<file path="src/rtl/regfile_write_arbiter.sv">
// 8x4 register file with two valid/ready write ports, round-robin collision arbitration,
// a sequenced multi-cycle clear and two combinational read ports.
// Optional accepted-write counters are built when REGFILE_WR_COUNT_EN is defined.
module regfile_write_arbiter #(
  parameter int unsigned NREGS = 8,
  parameter int unsigned AW    = $clog2(NREGS),
  parameter int unsigned DW    = 4
) (
  input  logic          clk,
  input  logic          reset,
  input  logic          wr1_valid,
  input  logic [AW-1:0] wr1_addr,
  input  logic [DW-1:0] wr1_data,
  output logic          wr1_ready,
  input  logic          wr2_valid,
  input  logic [AW-1:0] wr2_addr,
  input  logic [DW-1:0] wr2_data,
  output logic          wr2_ready,
  input  logic          clr,
  output logic          busy,
  input  logic [AW-1:0] rd_addr_1,
  output logic [DW-1:0] rd_data_1,
  input  logic [AW-1:0] rd_addr_2,
  output logic [DW-1:0] rd_data_2,
  output logic          conflict,
  output logic          pri,
  output logic [7:0]    wr_cnt_1,
  output logic [7:0]    wr_cnt_2
);

  typedef enum logic {IDLE, CLEAR} state_t;

  state_t        state;
  logic [AW-1:0] clr_ptr;
  logic [DW-1:0] regs [NREGS];
  logic          idle;
  logic          same_addr;
  logic          acc1;
  logic          acc2;

  // The port that loses a same-address collision is held off; pri names the winner.
  assign idle      = (state == IDLE);
  assign same_addr = (wr1_addr == wr2_addr);
  assign wr1_ready = idle && !(wr2_valid && same_addr && pri);
  assign wr2_ready = idle && !(wr1_valid && same_addr && !pri);
  assign conflict  = idle && wr1_valid && wr2_valid && same_addr;
  assign acc1      = wr1_valid && wr1_ready;
  assign acc2      = wr2_valid && wr2_ready;
  assign busy      = (state == CLEAR);

  assign rd_data_1 = regs[rd_addr_1];
  assign rd_data_2 = regs[rd_addr_2];

  // Write commit, arbitration pointer and clear sequencer.
  always_ff @(posedge clk or posedge reset) begin
    if (reset) begin
      state   <= IDLE;
      clr_ptr <= '0;
      pri     <= 1'b0;
      for (int i = 0; i < NREGS; i++) regs[i] <= '0;
    end else begin
      case (state)
        IDLE: begin
          if (acc1) regs[wr1_addr] <= wr1_data;
          if (acc2) regs[wr2_addr] <= wr2_data;
          if (conflict) pri <= ~pri;
          if (clr) state <= CLEAR;
        end
        CLEAR: begin
          regs[clr_ptr] <= '0;
          clr_ptr       <= clr_ptr + AW'(1);
          if (clr_ptr == AW'(NREGS - 1)) begin
            state   <= IDLE;
            clr_ptr <= '0;
          end
        end
        default: state <= IDLE;
      endcase
    end
  end

`ifdef REGFILE_WR_COUNT_EN
  logic [7:0] cnt1;
  logic [7:0] cnt2;

  // Saturating per-port accepted-write counters; only reset clears them.
  always_ff @(posedge clk or posedge reset) begin
    if (reset) begin
      cnt1 <= 8'h00;
      cnt2 <= 8'h00;
    end else begin
      if (acc1 && (cnt1 != 8'hFF)) cnt1 <= cnt1 + 8'd1;
      if (acc2 && (cnt2 != 8'hFF)) cnt2 <= cnt2 + 8'd1;
    end
  end

  assign wr_cnt_1 = cnt1;
  assign wr_cnt_2 = cnt2;
`else
  assign wr_cnt_1 = 8'h00;
  assign wr_cnt_2 = 8'h00;
`endif

endmodule
</file>
<file path="config.mk">
export PLATFORM = sky130hd
export DESIGN_NAME = regfile_write_arbiter
export DESIGN_NICKNAME = d
export VERILOG_FILES = /design/src/rtl/regfile_write_arbiter.sv
export SDC_FILE = /design/constraint.sdc
export NUM_CORES = 1
export LEC_CHECK = 0
export BUFFER_PORTS_ARGS = -buffer_cell sky130_fd_sc_hd__buf_4
export CAP_MARGIN = 25
export CORE_MARGIN = 2
export CORE_UTILIZATION = 57
export CTS_CLUSTER_SIZE = 12
export DETAILED_ROUTE_END_ITERATION = 7
export MAX_ROUTING_LAYER = met4
export PLACE_DENSITY_LB_ADDON = 0.08
export REMOVE_ABC_BUFFERS = 1
export SKIP_LAST_GASP = 1
export SYNTH_ARGS = -nofsm -noshare
export SYNTH_HDL_FRONTEND = slang
export SYNTH_SLANG_ARGS = --single-unit
</file>
<file path="constraint.sdc">
create_clock -name clk -period 2.1 [get_ports clk]
set_input_delay 0.105 -clock clk [delete_from_list [all_inputs] [get_ports clk]]
set_output_delay 0.105 -clock clk [all_outputs]
set_load 0.05 [all_outputs]
</file>
==> results.md <==
* Outcome: finished clean
* Setup_tns at 0 ns
* Initial core utilization at 59.68%
* Area share of the largest cell type after synthesis at 30.00%
* Total grt overflow at 0
* Area of the mapped netlist at 3087 um^2
* DP HPWL at 7132 um
* Commonest cells post-synth: 38 x nor2_1, 37 x dfrtp_1, 32 x nor3_1
* R2R depth at 5
* Total of max-cap violations at 0
* Setup slack, reg-to-reg at 0.18 ns
* RSZ-0062 raised after global routing: false
* Final setup violation count at 0
* Hold Path Class: in -> reg
* Initial antenna violation count at 0
* Share of cells above drive strength 1 at 22.80%
* Number of fillers in the final layout at 422
* Syn_area_per_cell at 8.794 um^2
* Post CTS Setup Buffer Count at 0
* DR vias at 3,041
* Synth-to-Final Area Change at 13.25%
* Area of the core at 5172 um^2
* Met3 WL at 1085 um
* Crit-path max FO at 6
* Leak Pwr at 1.347 nW
* Metal-1 WL at 3925 um
* Register area at 927.1 um^2
* Critical Path End Type: flop
* Worst-case clock buffer depth at 2
* Top FF cell, synth: dfrtp_1
* Least-Margin Pin Slew at 0.7655 ns
* Synth area leader: dfrtp_1
* Nets at 412
* Largest net degree at the start of global routing at 45
* WL per Instance at 21.51 um
* CTS Buf Count at 5
* Multi-input gate area at 1894 um^2
* Hold path endpoint: busy$_DFF_PP0_
* WHS Path Cells at 3
* Main area contributors after synthesis: dfrtp_1 30%, mux4_2 12%, a211oi_1 7.1%
* Die area at 6020 um^2
* Number of port buffers at 37
* Slew headroom at 48.53%
* Routed wl met2 at 4479 um
* Cell with the most instances after synthesis: nor2_1
* #FFs+latches synth at 37
* Critical Path AT at 2.08 ns
* Hold_ws at 0.08308 ns
* Via/cell ratio at 6.669
* Drc violations at 0
* Final critical-path required period at 1.921 ns
* Final Hold Vio Count at 0
* DRT Wirelength at 9810 um
* Initial DRC Count at 387
* Worst Clk Skew at 0.008991 ns
* First-pass GRT wire length at 15,460 um
* Worst reg2reg path startpoint: pri$_DFFE_PP0P_
* Clk Latency, worst-skew pair at 0.30 ns
* Power Density at 1112 nW/um^2
* Max-slew violation total from the final report at 0
* Root Buffer: clkbuf_8
* IO Count at 54
* Synth unique cells at 38
* First-pass iteration count of the detailed router at 5
* Origin of the worst min-delay path: clr
* CTS tree: built
* Highest metal used: met4
* Clk slew on worst S/H paths at 0.08 ns
* WS Path Type: reg -> reg
* Reg-to-Reg End: regs[24]$_DFF_PP0_
* Yosys warning count at 0
* Standard-cell rows at 26
* Startpoint Class: flop
* Worst Path Required at 2.26 ns
* Max IR drop VDD at 0.6517 mV
* Gr usage total at 34.76%
* Seq/Total Area, Yosys at 30.00%
* Number of synthesized flops with an enable pin at 0
* Sink Count at 37
* Final cycle utilization of the critical path at 91.49%
* Async SR Flop Fraction at 100.0%
* Final ANT Viol Nets at 0
* Diode count at 0
* Vias in the first global route at 2,896
* Post-synthesis cell count at 351
* Die width at 77.59 um
* CTS H-Tree Depth at 2
* Gpl congestion at 0.9151
* Die H at 77.59 um
* Fmax at 0.5205 GHz
[critical path: stages (launching register included)]
cell	delay (ns)
dfrtp_1	0.42
nand2b_1	0.18
or4_1	0.53
and3_1	0.25
a211oi_1	0.27
o32ai_1	0.13
[where the power goes]
group          total, mW  switching (mW)  internal (mW)
logic               2.07            1.27          0.793
clock network      0.508           0.271          0.236
registers           1.31           0.329          0.984
total               3.89            1.87           2.01
[cell families (layout without fill, tap and decap cells)]
family,count (synthesis),after routing,synth area share [%]
DFF,37,37,30.00
and+or+nand+nor,142,142,24.28
muxes,21,21,13.46
adders and majority gates,2,2,0.8106
xor gates and xnor gates,4,4,1.378
AOI/OAI and AO/OA,77,77,18.93
buffers and inverters,67,87,11.03
other,1,16,0.1215
[placed cells by master, fill, tap and decap left out, drive strengths merged, types with 5 or more instances in the layout]
cell type  Yosys  routed
a211oi        29      29
buf           26      51
clkbuf        14       8
conb           1      16
dfrtp         37      37
inv           27      27
mux4          16      16
nand2         15      15
nand2b         9       9
nand3         13      13
nand3b         8       8
nor2          38      38
nor3          34      34
nor4           5       5
o21ai         11      11
o31ai         10      10
o32ai         24      24
or3            9       9
[stage by stage]
stage          util (%)  worst slack, ns  total power [mW]  area [um^2]  instances
6_report          67.59           0.1787             3.888         3496        456
5_1_grt           67.59          0.04757             4.090         3496        456
4_1_cts           67.54           0.1519             3.838         3493        456
3_5_place_dp      65.80           0.1708             3.335         3403        447
3_3_place_gp      65.80           0.2040             3.274         3403        447
2_1_floorplan         -           -1.389             2.648         2904        326
[metal layers]
layer	track usage, %	vias to the layer above
li1	-	1351
met1	45.65	1409
met2	52.33	246
met3	8.488	35
met4	13.21	0
met5	-	-
[sequential cells by signal, summed over array words and instances, names as in the netlist]
| register | count |
|---|---|
| busy | 1 |
| clr_ptr | 3 |
| pri | 1 |
| regs | 32 |
[worst max-delay path by stage]
stage | from | endpoint | slack, ns | cells after the start
after detailed placement | busy$_DFF_PP0_ | regs[22]$_DFF_PP0_ | 0.17 | 5
after global routing | busy$_DFF_PP0_ | regs[21]$_DFF_PP0_ | 0.05 | 5
after CTS | busy$_DFF_PP0_ | regs[22]$_DFF_PP0_ | 0.15 | 5
final | pri$_DFFE_PP0P_ | regs[24]$_DFF_PP0_ | 0.18 | 5
after global placement | wr1_addr[0] | regs[30]$_DFF_PP0_ | 0.20 | 7
after floorplan | busy$_DFF_PP0_ | pri$_DFFE_PP0P_ | -1.39 | 4
[cell type report]
type / instances / share of cell area [%]
tap: 70 / 2.505
sequential: 37 / 26.52
clock buffer: 8 / 2.291
timing repair buffer: 52 / 11.60
multi-input combinational: 262 / 54.19
inverter: 27 / 2.899
[timing repair]
action,in CTS,in global routing
resized for setup,0,1
hold endpoints to repair,37,0
hold buffers,1,0
setup endpoints to repair,0,6
Power figures use the tool's default switching activity.
